File: config.mk
export PLATFORM = sky130hd
export DESIGN_NAME = pipe_stage_reg
export DESIGN_NICKNAME = d
export VERILOG_FILES = /design/src/rtl/pipe_pkg.sv /design/src/rtl/pipe_stage_reg_sat_counter.sv /design/src/rtl/pipe_stage_reg.sv
export SDC_FILE = /design/constraint.sdc
export NUM_CORES = 1
export LEC_CHECK = 0
export ABC_AREA = 1
export BUFFER_PORTS_ARGS = -buffer_cell sky130_fd_sc_hd__buf_2
export CAP_MARGIN = 25
export CELL_PAD_IN_SITES_DETAIL_PLACEMENT = 1
export CELL_PAD_IN_SITES_GLOBAL_PLACEMENT = 2
export CORE_MARGIN = 3
export CORE_UTILIZATION = 31
export CTS_CLUSTER_SIZE = 10
export DETAILED_ROUTE_END_ITERATION = 12
export PLACE_DENSITY = 0.95
export SYNTH_ARGS = -nofsm -noshare
export SYNTH_HDL_FRONTEND = slang
export SYNTH_SLANG_ARGS = --single-unit
File: constraint.sdc
create_clock -name clk -period 3.3 [get_ports clk]
set_input_delay 0.495 -clock clk [delete_from_list [all_inputs] [get_ports clk]]
set_output_delay 0.495 -clock clk [all_outputs]
set_load 0.02 [all_outputs]
File: src/rtl/pipe_pkg.sv
// Shared pipeline definitions: per-stage payload widths, control-word field
// layout and the NOP control encodings loaded when a stage injects a bubble.
package pipe_pkg;

  localparam int IF_ID_DATA_W  = 32;
  localparam int ID_EX_DATA_W  = 133;
  localparam int EX_MEM_DATA_W = 107;
  localparam int MEM_WB_DATA_W = 71;

  localparam int PIPE_CTRL_W = 16;

  // Control-word field offsets (LSB positions).
  localparam int CTRL_REGDST_LSB   = 0;
  localparam int CTRL_REGDST_W     = 2;
  localparam int CTRL_ALUOP_LSB    = 2;
  localparam int CTRL_ALUOP_W      = 3;
  localparam int CTRL_ALUSRC_BIT   = 5;
  localparam int CTRL_MEMREAD_BIT  = 6;
  localparam int CTRL_MEMWRITE_BIT = 7;
  localparam int CTRL_MEMTOREG_BIT = 8;
  localparam int CTRL_REGWRITE_BIT = 9;
  localparam int CTRL_BRANCH_BIT   = 10;
  localparam int CTRL_JUMP_BIT     = 11;

  typedef enum logic [CTRL_REGDST_W-1:0] {
    REGDST_RT = 2'b00,
    REGDST_RD = 2'b01,
    REGDST_RA = 2'b10
  } regdst_e;

  typedef enum logic [CTRL_ALUOP_W-1:0] {
    ALUOP_ADD   = 3'b000,
    ALUOP_SUB   = 3'b001,
    ALUOP_RTYPE = 3'b010,
    ALUOP_NOP   = 3'b011,
    ALUOP_LOGIC = 3'b100
  } aluop_e;

  // Builds a control word with only the register-destination and ALU fields set.
  function automatic logic [PIPE_CTRL_W-1:0] pack_alu_ctrl(input regdst_e rd, input aluop_e op);
    logic [PIPE_CTRL_W-1:0] w;
    w = '0;
    w[CTRL_REGDST_LSB +: CTRL_REGDST_W] = rd;
    w[CTRL_ALUOP_LSB +: CTRL_ALUOP_W]   = op;
    return w;
  endfunction

  // ID/EX NOP: RegDst=01, ALUOp=011, no write enables.
  localparam logic [PIPE_CTRL_W-1:0] ID_EX_NOP_CTRL  = 16'h000D;
  localparam logic [PIPE_CTRL_W-1:0] EX_MEM_NOP_CTRL = 16'h0000;
  localparam logic [PIPE_CTRL_W-1:0] MEM_WB_NOP_CTRL = 16'h0000;

endpackage

File: src/rtl/pipe_stage_reg_sat_counter.sv
// Saturating up-counter for the stage statistics; holds at all-ones.
module sat_counter #(
  parameter int CNT_W = 16
) (
  input  logic             clk_i,
  input  logic             rst_i,
  input  logic             inc_i,
  output logic [CNT_W-1:0] cnt_o
);

  logic [CNT_W-1:0] cnt_q, cnt_d;

  always_comb begin
    cnt_d = cnt_q;
    if (inc_i && (cnt_q != {CNT_W{1'b1}})) cnt_d = cnt_q + CNT_W'(1);
  end

  always_ff @(posedge clk_i) begin
    if (rst_i) cnt_q <= '0;
    else       cnt_q <= cnt_d;
  end

  assign cnt_o = cnt_q;

endmodule

File: src/rtl/pipe_stage_reg.sv
// Generic inter-stage pipeline register: main register plus one skid entry,
// bubble injection, flush and saturating stall/bubble statistics.
module pipe_stage_reg
  import pipe_pkg::*;
#(
  parameter int              PC_W     = 32,
  parameter int              DATA_W   = 133,
  parameter int              CTRL_W   = 16,
  parameter logic [CTRL_W-1:0] NOP_CTRL = 16'h0000,
  parameter int              CNT_W    = 16,
  parameter bit              NEG_EDGE = 1'b1
) (
  input  logic              clk,
  input  logic              rst,
  input  logic              i_valid,
  output logic              o_ready,
  input  logic [PC_W-1:0]   i_pc,
  input  logic [DATA_W-1:0] i_data,
  input  logic [CTRL_W-1:0] i_ctrl,
  input  logic              i_bubble,
  input  logic              i_flush,
  output logic              o_valid,
  input  logic              i_ready,
  output logic [PC_W-1:0]   o_pc,
  output logic [DATA_W-1:0] o_data,
  output logic [CTRL_W-1:0] o_ctrl,
  output logic [CNT_W-1:0]  o_stall_cnt,
  output logic [CNT_W-1:0]  o_bubble_cnt
);

  // Handshake: upstream beat moves when i_valid & o_ready (and no bubble/flush);
  // the output beat moves when o_valid & i_ready. Both sides hold until then.
  logic clk_act;
  if (NEG_EDGE) begin : g_neg_edge
    assign clk_act = ~clk;
  end else begin : g_pos_edge
    assign clk_act = clk;
  end

  logic              valid_q, valid_d;
  logic              ready_q, ready_d;
  logic              skid_full_q, skid_full_d;
  logic [PC_W-1:0]   pc_q, pc_d, skid_pc_q, skid_pc_d;
  logic [DATA_W-1:0] data_q, data_d, skid_data_q, skid_data_d;
  logic [CTRL_W-1:0] ctrl_q, ctrl_d, skid_ctrl_q, skid_ctrl_d;

  logic              take_bubble, accept, load, drain, stall_inc;
  logic [DATA_W-1:0] l_data;
  logic [CTRL_W-1:0] l_ctrl;

  assign take_bubble = i_bubble & ready_q & ~i_flush;
  assign accept      = i_valid & ready_q & ~i_bubble & ~i_flush;
  assign load        = accept | take_bubble;
  assign drain       = ~valid_q | i_ready;
  assign stall_inc   = valid_q & ~i_ready & ~i_flush;
  assign l_data      = take_bubble ? '0 : i_data;
  assign l_ctrl      = take_bubble ? NOP_CTRL : i_ctrl;

  always_comb begin
    valid_d     = valid_q;
    skid_full_d = skid_full_q;
    pc_d        = pc_q;
    data_d      = data_q;
    ctrl_d      = ctrl_q;
    skid_pc_d   = skid_pc_q;
    skid_data_d = skid_data_q;
    skid_ctrl_d = skid_ctrl_q;
    if (i_flush) begin
      valid_d     = 1'b0;
      skid_full_d = 1'b0;
      data_d      = '0;
      ctrl_d      = NOP_CTRL;
    end else if (load) begin
      if (drain && !skid_full_q) begin
        valid_d = 1'b1;
        pc_d    = i_pc;
        data_d  = l_data;
        ctrl_d  = l_ctrl;
      end else begin
        // Either the output is stalled or the skid drains first; L parks in skid.
        if (drain) begin
          valid_d = 1'b1;
          pc_d    = skid_pc_q;
          data_d  = skid_data_q;
          ctrl_d  = skid_ctrl_q;
        end
        skid_full_d = 1'b1;
        skid_pc_d   = i_pc;
        skid_data_d = l_data;
        skid_ctrl_d = l_ctrl;
      end
    end else if (drain) begin
      if (skid_full_q) begin
        valid_d     = 1'b1;
        skid_full_d = 1'b0;
        pc_d        = skid_pc_q;
        data_d      = skid_data_q;
        ctrl_d      = skid_ctrl_q;
      end else begin
        valid_d = 1'b0;
      end
    end
    ready_d = ~skid_full_d;
  end

  always_ff @(posedge clk_act) begin
    if (rst) begin
      valid_q     <= 1'b0;
      ready_q     <= 1'b0;
      skid_full_q <= 1'b0;
      pc_q        <= '0;
      data_q      <= '0;
      ctrl_q      <= '0;
      skid_pc_q   <= '0;
      skid_data_q <= '0;
      skid_ctrl_q <= '0;
    end else begin
      valid_q     <= valid_d;
      ready_q     <= ready_d;
      skid_full_q <= skid_full_d;
      pc_q        <= pc_d;
      data_q      <= data_d;
      ctrl_q      <= ctrl_d;
      skid_pc_q   <= skid_pc_d;
      skid_data_q <= skid_data_d;
      skid_ctrl_q <= skid_ctrl_d;
    end
  end

  sat_counter #(.CNT_W(CNT_W)) u_stall_cnt (
    .clk_i (clk_act),
    .rst_i (rst),
    .inc_i (stall_inc),
    .cnt_o (o_stall_cnt)
  );

  sat_counter #(.CNT_W(CNT_W)) u_bubble_cnt (
    .clk_i (clk_act),
    .rst_i (rst),
    .inc_i (take_bubble),
    .cnt_o (o_bubble_cnt)
  );

  assign o_valid = valid_q;
  assign o_ready = ready_q;
  assign o_pc    = pc_q;
  assign o_data  = data_q;
  assign o_ctrl  = ctrl_q;

endmodule

# --- Yosys cells after proc, flatten, opt, wreduce, memory -nomap -nowiden ---
# Index checks and enable logic that the tools add are counted.
word_totals:
  reg_bits: 397
  inputBits: 187
  out_inout_bits: 215
  word_cells: 68
classes:
  add_sub_neg: 2
  eq_ne: 2
  n_mux: 26
  bitwise: 15
  n_reduce_logical: 12
ops:
  columns: ["op", "count"]
  rows:
  - ["$mux 133", 6]
  - ["$mux 32", 5]
  - ["$mux 16", 6]
  - ["$add 16x1->16 const B", 2]
  - ["$ne 16x16->1 const B", 2]
  - ["$mux 1", 9]
  - ["$and 1x1->1", 7]
  - ["$not 1->1", 6]
  - ["$reduce_and 3->1", 2]
  - ["$reduce_bool 2->1", 3]
  - ["$reduce_and 4->1", 1]
  - ["$logic_and 1x1->1", 3]
  - ["$or 1x1->1", 2]
  - ["$reduce_and 2->1", 1]
  - ["$reduce_or 2->1", 1]
  - ["$logic_not 1->1", 1]

# --- Depth between registers and ports, before layout ---
# Gate-level depths: netlist of run 1.
depth:
  word_depth: 7
  depth_mapped: 12
  ltp_nobuf: 10

# --- Hierarchy ---
# A second synthesis of run 1 with hierarchy kept.
hier_totals:
  hier_cells: 3090
  area_unflattened_um2: 18866.8
by_module_without_submodules:
  columns: ["module", "n_inst", "cells_each", "area_each_um2", "seq_area_each_um2"]
  rows:
  - ["pipe_stage_reg", 1, 2792, 17007.6, 7307.0]
  - ["sat_counter", 2, 149, 929.6, 320.3]

==> results of run 1 <==
-- power groups by stage --
stage	Combinational (mW)	Sequential (mW)	Clock (mW)
finish	1.62	5.04	7.32
global route	1.80	5.04	8.21
CTS	1.59	5.03	7.62
detailed placement	1.52	5.10	0.727
global placement	1.50	5.09	0.727
floorplan	0.738	5.20	0.727
-- per-stage QoR --
stage / instances / setup WS [ns]
2_1_floorplan: 3015 / 0.0296
3_3_place_gp: 4184 / -0.310
3_5_place_dp: 4184 / -0.337
4_1_cts: 4668 / -0.0166
5_1_grt: 4686 / -0.0427
6_report: 4686 / 0.0289
-- how the worst max path moves through the flow --
stage | start | end | slack, ns | depth (start not counted)
floorplan | rst | o_data[79] | 0.03 | 8
global placement | i_flush | o_data[18] | -0.31 | 13
detailed placement | i_flush | o_data[23] | -0.34 | 13
CTS | u_bubble_cnt.cnt_o[0] | o_bubble_cnt[0] | -0.02 | 1
global route | u_bubble_cnt.cnt_o[12] | o_bubble_cnt[12] | -0.04 | 1
finish | o_ctrl[12] | o_ctrl[12] | 0.03 | 1
-- worst min-delay path: cells and delay by family (launching register included) --
| kind | cells | cell delay (ns) |
|---|---|---|
| buffers and inverters | 1 | 0.05 |
| flip-flops | 1 | 0.29 |
| AO/OA/AOI/OAI | 1 | 0.05 |
-- area by class of cell --
class / instances / area, um^2
Fill cell: 7976 / 33200
Timing Repair Buffer: 559 / 5010
Inverter: 688 / 2590
Sequential cell: 397 / 8220
Antenna cell: 2 / 5.00
Tap cell: 828 / 1040
Multi-Input combinational cell: 1729 / 7840
Clock buffer: 52 / 1300
Clock inverter: 431 / 1740
-- per-layer routing --
layer  up-vias  wire length (um)  GRT usage
met5         -                32          0
met4         4              1370     0.0880
met3       125              4470     0.0714
met2       599             36700      0.373
met1     10300             30600      0.246
li1      10800                 -          -
-- timing repair --
action / CTS / global route
buffers inserted: 2 / 16
endpoints found under the setup margin: 138 / 160
resized for setup: 308 / 223
-- cell families after synthesis --
logic type,count (synthesis)
buf+inv,889
simple gates,1169
flops,397
xor+xnor,12
compound gates,546
fa+ha+maj,2
-- synthesized netlist by cell type --
cell and count:
nor2_4 1, nand3_2 2, xnor2_1 6, inv_2 7, clkinv_1 1, nor2_2 3, xor2_1 6, o21ai_0 186
clkbuf_4 1, buf_2 82, nand3_1 352, o21ai_1 1, buf_6 10, ha_1 2, dfxtp_1 397, nor2_1 261
nand3b_1 1, nand4_1 10, buf_1 15, nor3_1 1, a21oi_1 358, nand2_2 5, inv_1 681, o21ai_2 1
clkbuf_1 87, clkbuf_2 1, nand2_1 533, buf_4 4
-- registers in the layout, summed over array words and instances, names as in the netlist --
name and flops:
o_ctrl 16, o_data 133, o_pc 32, o_ready 1
o_valid 1, skid_ctrl_q 16, skid_data_q 133, skid_full_q 1
skid_pc_q 32, u_bubble_cnt.cnt_o 16, u_stall_cnt.cnt_o 16
==> flow_summary.json, run 1 <==
{
  "status": "finished, final reports clean",
  "worst-slew-pin-transition_ns": 0.383,
  "cp-end-kind": "output pin",
  "path_buf_inv": 1,
  "drtPass1Iterations": 5,
  "r2r-start": "u_stall_cnt.cnt_o[0]",
  "sw_frac_of_total": 0.335,
  "grt_overflow": 0,
  "fin_skew_ns": 0.0435,
  "yosys_warnings": 0,
  "chipWidth_um": 255,
  "postRouteAntennaNets": 0,
  "cp-start-kind": "register",
  "boundaryPins": 402,
  "synth_xor_xnor_area_share": 0.00546,
  "postLayoutCoreUtil": 0.455,
  "die-area_um2": 65100,
  "synthSimpleGateAreaFrac": 0.255,
  "synth_compound_area_frac": 0.142,
  "groute.usage.overall": 0.216,
  "cts_num_sinks": 397,
  "postPlaceCellArea_um2": 23300,
  "yosysTopAreaCell": "dfxtp_1",
  "clk_latency_ns": 0.65,
  "finalSetupTns_ns": 0,
  "max_stage_delay_ns": 0.37,
  "postSynthAreaPerCell_um2": 6.38,
  "synth-seq-area-share": 0.413,
  "hpwl_um": 46900,
  "core_um2": 60900,
  "drt_iter0_drc": 818,
  "cts_max_level": 2,
  "synth_fa_ha_area_frac": 0.00130,
  "clockRootBuffer": "clkbuf_16",
  "r2r_cells": 9,
  "synth_top_area_share": 0.413,
  "finalSetupViolCount": 0,
  "r2r-end": "u_stall_cnt.cnt_o[5]",
  "comb_power_share": 0.116,
  "worst_path_max_delay_cell": "dfxtp_4",
  "synth_nets": 3204,
  "synth_mux_area_frac": 0,
  "final_cell_mix": "inv_1, nand2_1, a21oi_1",
  "initial_core_util": 0.316,
  "cp_top_family": "flip-flops",
  "hp-class": "register to register",
  "holdPathStages": 2,
  "numPortBuffers": 401,
  "syn-cell-area_um2": 19200,
  "cp.required_ns": 2.80,
  "syn_to_final_growth_pct": 44.1,
  "hold_buffers": 0,
  "ys_ff_latch": 397,
  "grt_first_pass_wirelength_um": 114000,
  "hp-start": "skid_data_q[108]",
  "via_count": 21900,
  "p_total_mw": 14.0,
  "cp_cell_sequence": "buf_6",
  "wl_per_cell_um": 15.6,
  "gp_congestion": 0.800,
  "synth_top_family_by_area": "simple AND/OR/NAND/NOR gates",
  "pwr-share-clk": 0.523,
  "finalHoldViolations": 0,
  "rows": 90,
  "grt_pass1_vias": 23400,
  "peakVddDrop_mv": 0.351,
  "ys_types": 28,
  "cts_buffers": 51,
  "netSwitchingPower_mw": 4.68,
  "antenna_found_initial": 4,
  "viasPerCell": 4.67,
  "grt_max_degree": 72,
  "power-per-cell-area_nw_per_um2": 504,
  "rsz0062_at_grt": "true",
  "drcViolationCount": 0,
  "crit_type": "register to output pin",
  "slew_headroom": 0.744,
  "p_seq_frac": 0.361,
  "drt-total-wl_um": 73200,
  "stdcell_area_um2": 27700,
  "clkTransAtPathRegs_ns": 0.04,
  "p_int_mw": 9.30,
  "die_h_um": 255,
  "nNetsFinal": 4012,
  "whs_ns": 0.438,
  "p_leak_nw": 14.3,
  "syn_inst": 3015,
  "cts_tree": "yes",
  "drv_cap": 0,
  "crit_arrival_ns": 2.78,
  "clockBufferDepth": 3,
  "min_to": "skid_data_q[108]",
  "final_common_cell": "inv_1",
  "final_max_slew_viol_count": 0,
  "synth.area.top_cells": "dfxtp_1, inv_1, nand2_1",
  "worstPathMaxFanout": 2,
  "drive_gt1_frac": 0.208,
  "reg2reg_slack_ns": 1.45
}
Power figures use the tool's default switching activity.
==> run 2: changes to the inputs <==
--- a/config.mk
+++ b/config.mk
@@ -15,6 +15,7 @@
 export CTS_CLUSTER_SIZE = 10
 export DETAILED_ROUTE_END_ITERATION = 12
 export PLACE_DENSITY = 0.95
+export RECOVER_POWER = 100
 export SYNTH_ARGS = -nofsm -noshare
 export SYNTH_HDL_FRONTEND = slang
 export SYNTH_SLANG_ARGS = --single-unit
==> flow_summary.json, run 2 (same netlist as run 1, synthesis figures left out) <==
{
  "setup.worst_path.start": "o_data[128]",
  "slew_headroom": 0.685,
  "clockRootBuffer": "clkbuf_16",
  "wl_per_cell_um": 15.6,
  "fillers": 8023,
  "clockBufferDepth": 3,
  "cts_buffers": 51,
  "crit_arrival_ns": 2.78,
  "final_max_slew_viol_count": 0,
  "netSwitchingPower_mw": 4.66,
  "drcViolationCount": 0,
  "pwr-share-clk": 0.525,
  "clk_latency_ns": 0.65,
  "finalHoldViolations": 0,
  "boundaryPins": 402,
  "groute.usage.overall": 0.216,
  "placed_cells": 4184,
  "hpwl_um": 46900,
  "die-area_um2": 65100,
  "initial_core_util": 0.316,
  "worstPathMaxFanout": 2,
  "chipWidth_um": 255,
  "final_common_cell": "inv_1",
  "via_count": 21900,
  "postRouteAntennaNets": 0,
  "grt_pass1_vias": 23400,
  "drt_iter0_drc": 769,
  "core_um2": 60900,
  "fin_cells": 4686,
  "drive_gt1_frac": 0.202,
  "rows": 90,
  "multiInputGateArea_um2": 7820,
  "path_buf_inv": 1,
  "nNetsFinal": 4012,
  "drtPass1Iterations": 7,
  "cts_num_sinks": 397,
  "fin_skew_ns": 0.0426,
  "antenna_found_initial": 4,
  "cts_max_level": 2,
  "max_stage_delay_ns": 0.36,
  "crit_type": "register to output pin",
  "cts_tree": "yes",
  "clkTransAtPathRegs_ns": 0.04,
  "cp_cell_sequence": "buf_6",
  "finalSetupViolCount": 0,
  "ff_latch_area_um2": 8200,
  "drv_cap": 0,
  "worst_path_max_delay_cell": "dfxtp_1",
  "viasPerCell": 4.67,
  "sw_frac_of_total": 0.335,
  "final_cell_mix": "inv_1, nand2_1, a21oi_1",
  "drt-total-wl_um": 73100,
  "power-per-cell-area_nw_per_um2": 509,
  "p_seq_frac": 0.362,
  "grt_max_degree": 72,
  "hp-start": "skid_data_q[108]",
  "hp-class": "register to register",
  "numPortBuffers": 401,
  "worst-slew-pin-transition_ns": 0.473,
  "comb_power_share": 0.114,
  "p_leak_nw": 14.2,
  "grt_first_pass_wirelength_um": 114000,
  "postLayoutCoreUtil": 0.449,
  "die_h_um": 255,
  "peakVddDrop_mv": 0.350,
  "hold_buffers": 0,
  "rsz0062_at_grt": "true",
  "syn_to_final_growth_pct": 42.3,
  "status": "finished, final reports clean",
  "cp-end-kind": "output pin",
  "cp-start-kind": "register",
  "gp_congestion": 0.800,
  "grt_overflow": 0,
  "p_int_mw": 9.28,
  "whs_ns": 0.438,
  "cp_top_family": "flip-flops",
  "r2r-start": "o_ready",
  "cp.required_ns": 2.80
}
==> run 2: changes by cell type in the layout (fill, tap and decap cells not counted), moves of 2 or more <==
cell	before	now
dfxtp_2	119	114
clkbuf_1	0	9
nor2_1	260	263
clkbuf_4	0	12
buf_6	140	122
buf_4	157	153
buf_12	63	48
dfxtp_4	32	30
clkbuf_2	0	16
nor2_2	3	1
dfxtp_1	246	253
==> run 2: timing repair <==
action	in CTS	in global routing
hold endpoints to repair	0	0
pin swaps	0	0
setup endpoints to repair	138	160
resized for setup	308	223
cloned	0	0
setup buffers	2	16
==> run 2: path summary, 6_finish.rpt <==
kind,endpoint,slack [ns],cells after the start
max reg2reg,o_data[130],1.29,11
max,o_data[128],0.03,1
min reg2reg,skid_data_q[108],0.44,2
min,skid_data_q[108],0.44,2
==> run 2: final cells by class <==
class / instances / share of cell area
antenna: 2 / 0.000183
clock buffer: 52 / 0.0475
clock inverter: 431 / 0.0637
inverter: 688 / 0.0947
multi-input combinational: 1729 / 0.286
sequential: 397 / 0.300
tap: 828 / 0.0378
timing repair buffer: 559 / 0.171
==> run 2: per-layer routing <==
layer | part of all wire | global-route usage
met3 | 0.061 | 0.0714
met5 | 0.00044 | 0
met4 | 0.021 | 0.0880
met1 | 0.42 | 0.246
met2 | 0.50 | 0.373
==> run 2: power groups by stage <==
stage	Sequential, mW	Combinational [mW]	Clock (mW)
finish	5.04	1.59	7.31
global route	5.04	1.76	8.21
CTS	5.03	1.59	7.62
detailed placement	5.10	1.52	0.727
global placement	5.09	1.50	0.727
floorplan	5.20	0.738	0.727
==> run 2: stage by stage <==
stage                     setup TNS (ns)  cell area, um^2  worst slack (ns)  total power [mW]
after detailed placement         -102.00            23300            -0.337              7.35
after floorplan                        0            19200            0.0296              6.66
after global routing              -0.855            27400           -0.0427              15.0
after CTS                        -0.0203            27100           -0.0166              14.2
after global placement            -90.09            23300            -0.310              7.33
final                                  0            27400            0.0266              13.9
